==> config.mk <==
export PLATFORM = sky130hd
export DESIGN_NAME = exp2_fixed_point_flat
export DESIGN_NICKNAME = d
export VERILOG_FILES = /design/src/rtl/exp2_fixed_point_if.sv /design/src/rtl/exp2_fixed_point.sv /design/src/flat_wrapper.sv
export SDC_FILE = /design/constraint.sdc
export NUM_CORES = 1
export LEC_CHECK = 0
export ABC_AREA = 1
export CAP_MARGIN = 5
export CORE_UTILIZATION = 41
export CTS_BUF_LIST = sky130_fd_sc_hd__clkbuf_2 sky130_fd_sc_hd__clkbuf_4 sky130_fd_sc_hd__clkbuf_8
export CTS_CLUSTER_SIZE = 20
export DETAILED_ROUTE_END_ITERATION = 6
export GPL_TIMING_DRIVEN = 0
export PLACE_DENSITY = 0.67
export SKIP_CTS_REPAIR_TIMING = 1
export SLEW_MARGIN = 20
export SYNTH_ARGS = -nofsm -noshare
export SYNTH_HDL_FRONTEND = slang
export SYNTH_SLANG_ARGS = --single-unit
export TNS_END_PERCENT = 10
==> constraint.sdc <==
create_clock -name i_CLK -period 3 [get_ports i_CLK]
set_input_delay 0.6 -clock i_CLK [delete_from_list [all_inputs] [get_ports i_CLK]]
set_output_delay 0.6 -clock i_CLK [all_outputs]
set_load 0.1 [all_outputs]
==> src/rtl/exp2_fixed_point_if.sv <==
// Streaming bus for the exp2 pipeline: operand side driven by the master,
// result side driven by the exp2 block.
interface exp2_fixed_point_if;
    logic        valid;       // rate enable into the block
    logic        data_valid;  // qualifies data in an enabled cycle
    logic [15:0] data;        // sfix16_En10 operand
    logic        rate_valid;  // rate enable passed downstream
    logic        exp2_valid;
    logic [10:0] exp2;        // ufix11_En10 result
    logic        sat;

    modport master (
        output valid, data_valid, data,
        input  rate_valid, exp2_valid, exp2, sat
    );

    modport slave (
        input  valid, data_valid, data,
        output rate_valid, exp2_valid, exp2, sat
    );
endinterface

==> src/rtl/exp2_fixed_point.sv <==
// Three-stage 2^x for sfix16_En10 x: 32-entry mantissa ROM indexed by the
// top fraction bits, then a right shift by the negated integer part.
module exp2_fixed_point (
    input  logic i_CLK,
    input  logic i_RSTn,
    exp2_fixed_point_if.slave bus
);

    function automatic logic [10:0] mant_rom(input logic [4:0] k);
        logic [10:0] m;
        case (k)
            5'd0:  m = 11'd1024;  5'd1:  m = 11'd1046;  5'd2:  m = 11'd1069;  5'd3:  m = 11'd1093;
            5'd4:  m = 11'd1117;  5'd5:  m = 11'd1141;  5'd6:  m = 11'd1166;  5'd7:  m = 11'd1192;
            5'd8:  m = 11'd1218;  5'd9:  m = 11'd1244;  5'd10: m = 11'd1272;  5'd11: m = 11'd1300;
            5'd12: m = 11'd1328;  5'd13: m = 11'd1357;  5'd14: m = 11'd1387;  5'd15: m = 11'd1417;
            5'd16: m = 11'd1448;  5'd17: m = 11'd1480;  5'd18: m = 11'd1512;  5'd19: m = 11'd1545;
            5'd20: m = 11'd1579;  5'd21: m = 11'd1614;  5'd22: m = 11'd1649;  5'd23: m = 11'd1685;
            5'd24: m = 11'd1722;  5'd25: m = 11'd1760;  5'd26: m = 11'd1798;  5'd27: m = 11'd1838;
            5'd28: m = 11'd1878;  5'd29: m = 11'd1919;  5'd30: m = 11'd1961;  5'd31: m = 11'd2004;
            default: m = 11'd1024;
        endcase
        return m;
    endfunction

    logic signed [5:0] s1_int;
    logic [4:0]        s1_idx;
    logic              s1_vld;
    logic [10:0]       s2_mant;
    logic signed [5:0] s2_int;
    logic              s2_vld;
    logic [10:0]       s3_exp2;
    logic              s3_sat;
    logic              s3_vld;

    logic signed [5:0] shamt;
    logic [10:0]       shifted;
    logic              sat_next;
    logic              unused_frac_lsbs;

    // Fraction bits below the table index carry no weight in the result.
    assign unused_frac_lsbs = ^bus.data[4:0];

    // The integer field is already floor(x), so negative inputs need no fix-up.
    always_comb begin
        shamt    = -s2_int;
        shifted  = '0;
        sat_next = 1'b0;
        if (!s2_int[5] && s2_int != 6'sd0) begin
            shifted  = '1;
            sat_next = 1'b1;
        end else if (s2_int == 6'sd0) begin
            shifted = s2_mant;
        end else if (s2_int >= -6'sd10) begin
            shifted = s2_mant >> shamt;
        end
    end

    always_ff @(posedge i_CLK or negedge i_RSTn) begin
        if (!i_RSTn) begin
            s1_int  <= '0;
            s1_idx  <= '0;
            s1_vld  <= 1'b0;
            s2_mant <= '0;
            s2_int  <= '0;
            s2_vld  <= 1'b0;
            s3_exp2 <= '0;
            s3_sat  <= 1'b0;
            s3_vld  <= 1'b0;
        end else if (bus.valid) begin
            s1_int  <= bus.data[15:10];
            s1_idx  <= bus.data[9:5];
            s1_vld  <= bus.data_valid;
            s2_mant <= mant_rom(s1_idx);
            s2_int  <= s1_int;
            s2_vld  <= s1_vld;
            s3_exp2 <= shifted;
            s3_sat  <= sat_next;
            s3_vld  <= s2_vld;
        end
    end

    assign bus.rate_valid = bus.valid;
    assign bus.exp2_valid = s3_vld;
    assign bus.exp2       = s3_exp2;
    assign bus.sat        = s3_sat;

endmodule

==> src/flat_wrapper.sv <==
// flat-port wrapper written by rule: the top's interface ports become plain ports
module exp2_fixed_point_flat 
  (i_CLK, i_RSTn, bus_valid, bus_data_valid, bus_data, bus_rate_valid, bus_exp2_valid, bus_exp2, bus_sat);
  exp2_fixed_point_if bus_i ();
  input  logic i_CLK;
  input  logic i_RSTn;
  input wire logic [$bits(bus_i.valid)-1:0] bus_valid;
  input wire logic [$bits(bus_i.data_valid)-1:0] bus_data_valid;
  input wire logic [$bits(bus_i.data)-1:0] bus_data;
  output wire logic [$bits(bus_i.rate_valid)-1:0] bus_rate_valid;
  output wire logic [$bits(bus_i.exp2_valid)-1:0] bus_exp2_valid;
  output wire logic [$bits(bus_i.exp2)-1:0] bus_exp2;
  output wire logic [$bits(bus_i.sat)-1:0] bus_sat;
  assign bus_i.valid = bus_valid;
  assign bus_i.data_valid = bus_data_valid;
  assign bus_i.data = bus_data;
  assign bus_rate_valid = bus_i.rate_valid;
  assign bus_exp2_valid = bus_i.exp2_valid;
  assign bus_exp2 = bus_i.exp2;
  assign bus_sat = bus_i.sat;
  exp2_fixed_point u_core (.i_CLK(i_CLK), .i_RSTn(i_RSTn), .bus(bus_i));
endmodule
==> results of run 1 <==
[power by group]
part | internal [mW] | switching [mW]
combinational | 0.233 | 0.587
clock | 0.172 | 0.197
sequential | 0.660 | 0.0757
total | 1.06 | 0.860
[registers in the layout, indices dropped and copies added (netlist names)]
| name | cells |
|---|---|
| u_core.s2_int | 6 |
| u_core.s1_int | 6 |
| u_core.bus.exp2_valid | 1 |
| u_core.bus.exp2 | 11 |
| u_core.s2_vld | 1 |
| u_core.s1_vld | 1 |
| u_core.s2_mant | 11 |
| u_core.bus.sat | 1 |
| u_core.s1_idx | 5 |
[per-stage QoR]
stage	TNS, ns	instances	setup WS [ns]	util (%)	power, mW
after floorplan	0	371	1.13	-	1.34
after global placement	-0.0804	476	-0.0804	49.1	1.55
after detailed placement	-0.0798	477	-0.0798	49.4	1.56
after CTS	-0.0892	485	-0.0892	50.8	1.93
after global routing	0	485	0.247	50.8	2.04
final	0	485	0.298	50.8	1.92
[kinds of logic (layout without fill, tap and decap cells)]
| group | count (synthesis) | in the layout | share of synthesized area, % |
|---|---|---|---|
| AOI/OAI and AO/OA | 90 | 90 | 18.1 |
| xor gates and xnor gates | 1 | 1 | 0.984 |
| adders and majority gates | 14 | 14 | 6.26 |
| buffers and inverters | 48 | 85 | 7.02 |
| DFF | 43 | 43 | 38.5 |
| muxes | 1 | 1 | 0.358 |
| and+or+nand+nor | 174 | 174 | 28.8 |
[cell type report]
class / count / area, µm²
plain buffers: 20 / 91.3
clock buffers: 6 / 76.3
clock inverters: 2 / 12.5
well taps: 77 / 96.3
multi-input cells: 280 / 1530
fillers: 658 / 3180
repair buffers: 29 / 298
inverters: 28 / 105
flip-flops and latches: 43 / 1080
[cells in the mapped netlist]
master | n | area, µm²
xor2_4 | 1 | 27.5
or2_2 | 1 | 6.26
nand2_4 | 2 | 22.5
ha_1 | 14 | 175
nand3_1 | 49 | 245
a32oi_1 | 1 | 8.76
nand3_2 | 1 | 10.0
o2111ai_1 | 1 | 8.76
o21bai_1 | 1 | 7.51
o21ai_2 | 1 | 8.76
nand2_1 | 81 | 304
nor2_8 | 1 | 20.0
a22oi_1 | 2 | 15.0
inv_2 | 2 | 7.51
buf_4 | 2 | 15.0
nand3_4 | 1 | 17.5
a221o_1 | 1 | 10.0
buf_1 | 1 | 3.75
o221ai_1 | 2 | 17.5
o311ai_0 | 1 | 8.76
o21ai_1 | 2 | 10.0
nand2_2 | 1 | 6.26
a21oi_2 | 1 | 8.76
and3_1 | 1 | 6.26
nor2_4 | 3 | 33.8
o211ai_1 | 5 | 37.5
a21oi_1 | 33 | 165
a21boi_0 | 1 | 7.51
mux2i_1 | 1 | 10.0
a31oi_1 | 1 | 6.26
nand4_1 | 2 | 12.5
nor2_2 | 2 | 12.5
nor2_1 | 28 | 105
nor3_1 | 1 | 5.00
o21ai_0 | 37 | 185
clkbuf_1 | 10 | 37.5
buf_2 | 7 | 35.0
dfrtp_1 | 43 | 1080
inv_1 | 26 | 97.6
[final timing paths]
check | slack, ns | endpoint | startpoint | cells past startpoint
max in group asynchronous | 2.31 | u_core.s1_idx[1]$_DFFE_PN0P_ | i_RSTn | 2
min | 0.21 | u_core.bus.sat$_DFFE_PN0P_ | i_RSTn | 1
min in group i_CLK | 0.48 | u_core.s1_vld$_DFFE_PN0P_ | u_core.s1_vld$_DFFE_PN0P_ | 2
min reg2reg | 0.48 | u_core.s1_vld$_DFFE_PN0P_ | u_core.s1_vld$_DFFE_PN0P_ | 2
max reg2reg | 0.79 | u_core.bus.exp2[4]$_DFFE_PN0P_ | u_core.s2_int[0]$_DFFE_PN0P_ | 12
max | 0.30 | bus_rate_valid | bus_valid | 3
[critical path, cell delays in order]
cell	delay [ns]
clkdlybuf4s50_1	0.61
buf_4	0.16
dlymetal6s2s_1	0.73
[per-layer routing]
metal  wire length [µm]  track usage (%)  vias to the layer above
met5                  0                0                        -
met1               3360             29.3                     1195
met2               3140             33.6                      100
met3                393             3.74                        9
met4                108             6.16                        0
li1                   -                -                     1326
==> results.json, run 1 <==
{
  "violations": "design-rule violations",
  "final_common_cell": "nand2_1",
  "overflow": 0,
  "drt-total-wl_mm": 7.01,
  "crit_path_max_fanout": 5,
  "vdd_drop_max_uv": 368,
  "h-tree-depth": 2,
  "setup_viol": 0,
  "synth_area_um2": 2800,
  "num_rows": 29,
  "syn_to_final_growth_pct": 17.3,
  "grt_setup_unrepaired": "no",
  "grtUsageTotal_pct": 21.0,
  "clock_skew_ns": 0.00655,
  "ys_types": 39,
  "layout_common_cells": "81 x nand2_1, 49 x nand3_1, 43 x dfrtp_1",
  "clkTransAtPathRegs_ns": 0.08,
  "boundaryPins": 34,
  "startpoint_type": "primary input",
  "leakage_nw": 1.49,
  "die_x_um": 84.6,
  "num_vias": 2630,
  "hold_slack_ns": 0.210,
  "layout.nets": 441,
  "die_y_um": 84.6,
  "drive_above_1_share_pct": 8.82,
  "via_per_inst": 5.42,
  "postSynthAreaPerCell_um2": 7.54,
  "cp.arrival_ns": 2.10,
  "cts_buffer_depth": 2,
  "hold_viol_final": 0,
  "place_congestion": 0.910,
  "required_ns": 2.40,
  "cp-end-kind": "output pin",
  "place_area_um2": 3190,
  "antenna_found_initial": 0,
  "cap_violations": 0,
  "dp_hpwl_mm": 5.27,
  "cts_buffers": 5,
  "drtIter0Drc": 193,
  "finalCritPeriodShare_pct": 90.1,
  "wl_per_cell_um": 14.4,
  "drc": 3,
  "cts_root_buf": "clkbuf_8",
  "grt_pass1_wl_mm": 12.1,
  "insertion_delay_ns": 0.29,
  "worst_pin_slew_ns": 0.973,
  "grt_pass1_vias": 2524,
  "final_antenna_net_count": 0,
  "start_util_pct": 43.3,
  "hp-class": "primary input to asynchronous set/reset pin",
  "status": "finished, violations left",
  "fmax_mhz": 370,
  "core_area_um2": 6460,
  "cts_sinks": 43,
  "cts_tree": "built",
  "cellPowerDensity_nw_per_um2": 587,
  "syn_nets": 405,
  "portBuffers": 28,
  "slew_viol_final": 0,
  "fin_area_um2": 3280,
  "synth_warnings": 0,
  "fin_crit_ns": 2.70,
  "criticalPathCategory": "primary input to output pin",
  "yosys_register_bits": 43,
  "num_antenna_cells": 0,
  "dr.pass1.iters": 7,
  "syn_inst": 371,
  "seq_area_frac_synth_pct": 38.5,
  "grt_max_degree": 30,
  "die_area_um2": 7160,
  "relSlewSlack_pct": 35.0
}
(Power assumes the default switching activity.)
==> run 2: changes to the inputs <==
--- a/config.mk
+++ b/config.mk
@@ -7,6 +7,7 @@
 export LEC_CHECK = 0
 export ABC_AREA = 1
 export CAP_MARGIN = 5
+export CORE_MARGIN = 10
 export CORE_UTILIZATION = 41
 export CTS_BUF_LIST = sky130_fd_sc_hd__clkbuf_2 sky130_fd_sc_hd__clkbuf_4 sky130_fd_sc_hd__clkbuf_8
 export CTS_CLUSTER_SIZE = 20
==> results.json, run 2 (synthesis gave the netlist of run 1 again) <==
{
  "dr.pass1.iters": 5,
  "clock_skew_ns": 0.00481,
  "cts_root_buf": "clkbuf_8",
  "drive_above_1_share_pct": 8.82,
  "grt_pass1_wl_mm": 12.4,
  "die_area_um2": 10500,
  "core_area_um2": 6720,
  "drc": 0,
  "hp-class": "primary input to asynchronous set/reset pin",
  "grt_max_degree": 31,
  "start_util_pct": 41.6,
  "grt_pass1_vias": 2564,
  "hold_slack_ns": 0.190,
  "layout_common_cells": "81 x nand2_1, 49 x nand3_1, 43 x dfrtp_1",
  "slew_viol_final": 0,
  "fillers": 690,
  "cellPowerDensity_nw_per_um2": 588,
  "final_cells": 488,
  "fmax_mhz": 376,
  "dp_hpwl_mm": 5.60,
  "num_antenna_cells": 0,
  "worst_pin_slew_ns": 0.970,
  "leakage_nw": 1.49,
  "crit_path_max_fanout": 5,
  "relSlewSlack_pct": 35.1,
  "h-tree-depth": 2,
  "fin_crit_ns": 2.66,
  "cp.arrival_ns": 2.06,
  "antenna_found_initial": 0,
  "grt_setup_unrepaired": "no",
  "cp-end-kind": "output pin",
  "required_ns": 2.40,
  "drt-total-wl_mm": 7.35,
  "cts_sinks": 43,
  "grtUsageTotal_pct": 14.7,
  "cts_tree": "built",
  "startpoint_type": "primary input",
  "insertion_delay_ns": 0.30,
  "vdd_drop_max_uv": 317,
  "hold_viol_final": 0,
  "via_per_inst": 5.38,
  "criticalPathCategory": "primary input to output pin",
  "num_rows": 30,
  "final_common_cell": "nand2_1",
  "ff2ff_setup_slack_ns": 0.75,
  "die_y_um": 103,
  "cap_violations": 0,
  "die_x_um": 103,
  "status": "complete, no violations",
  "drtIter0Drc": 190,
  "pre_cts_slack_ns": -0.0646,
  "final_core_util_pct": 48.9,
  "layout.nets": 441,
  "clkTransAtPathRegs_ns": 0.08,
  "syn_to_final_growth_pct": 17.4,
  "fin_ws_ns": 0.344,
  "finalCritPeriodShare_pct": 88.5,
  "setup_viol": 0,
  "final_antenna_net_count": 0,
  "place_inst": 480,
  "place_congestion": 0.964,
  "cts_buffer_depth": 2,
  "portBuffers": 28,
  "overflow": 0,
  "num_vias": 2625,
  "wl_per_cell_um": 15.1,
  "cts_buffers": 5,
  "boundaryPins": 34
}
==> run 2: cell types whose count changed in the layout (fill, tap and decap cells not counted), sizes merged <==
cell	before	now
clkinvlp	1	2
clkbuf	16	15
==> run 2: cell type report <==
type	count	area (µm²)	area share [%]
tap	80	100	3.05
inverter	28	105	3.20
buffer	20	91.3	2.78
clock buffer	5	68.8	2.10
timing repair buffer	29	298	9.07
clock inverter	3	20.0	0.610
multi-input combinational	280	1530	46.4
sequential	43	1080	32.8
==> run 2: worst paths after layout <==
| check | start | end | cells after the start |
|---|---|---|---|
| min in group i_CLK | u_core.s1_int[2]$_DFFE_PN0P_ | u_core.s1_int[2]$_DFFE_PN0P_ | 2 |
| hold reg to reg | u_core.s1_int[2]$_DFFE_PN0P_ | u_core.s1_int[2]$_DFFE_PN0P_ | 2 |
| max in group asynchronous | i_RSTn | u_core.s1_int[2]$_DFFE_PN0P_ | 2 |
| setup reg to reg | u_core.s2_int[0]$_DFFE_PN0P_ | u_core.bus.exp2[4]$_DFFE_PN0P_ | 12 |
| setup / recovery | bus_valid | bus_rate_valid | 3 |
| hold / removal | i_RSTn | u_core.bus.exp2[7]$_DFFE_PN0P_ | 1 |
==> run 2: through the flow <==
step / TNS (ns) / instance area (µm²) / power (mW)
floorplan: 0 / 2800 / 1.34
global placement: -0.0529 / 3180 / 1.55
detailed placement: -0.0646 / 3190 / 1.56
CTS: -0.0659 / 3280 / 1.94
global route: 0 / 3280 / 2.05
finish: 0 / 3280 / 1.93
==> run 2: power by group <==
group	internal, mW	switching [mW]
Combinational	0.233	0.588
Clock	0.162	0.212
Sequential	0.660	0.0763
Total	1.05	0.876
==> run 2: critical path, stage by stage <==
cell             delay [ns]
clkdlybuf4s50_1        0.58
buf_4                  0.14
dlymetal6s2s_1         0.73
==> run 2: per-layer routing <==
layer  track usage, %  part of all wire (%)  routed length (µm)
met1             20.0                    48                3540
met2             22.2                    44                3200
met3             3.28                   6.5                 474
met4             5.42                   1.9                 138
met5                0                     0                   0
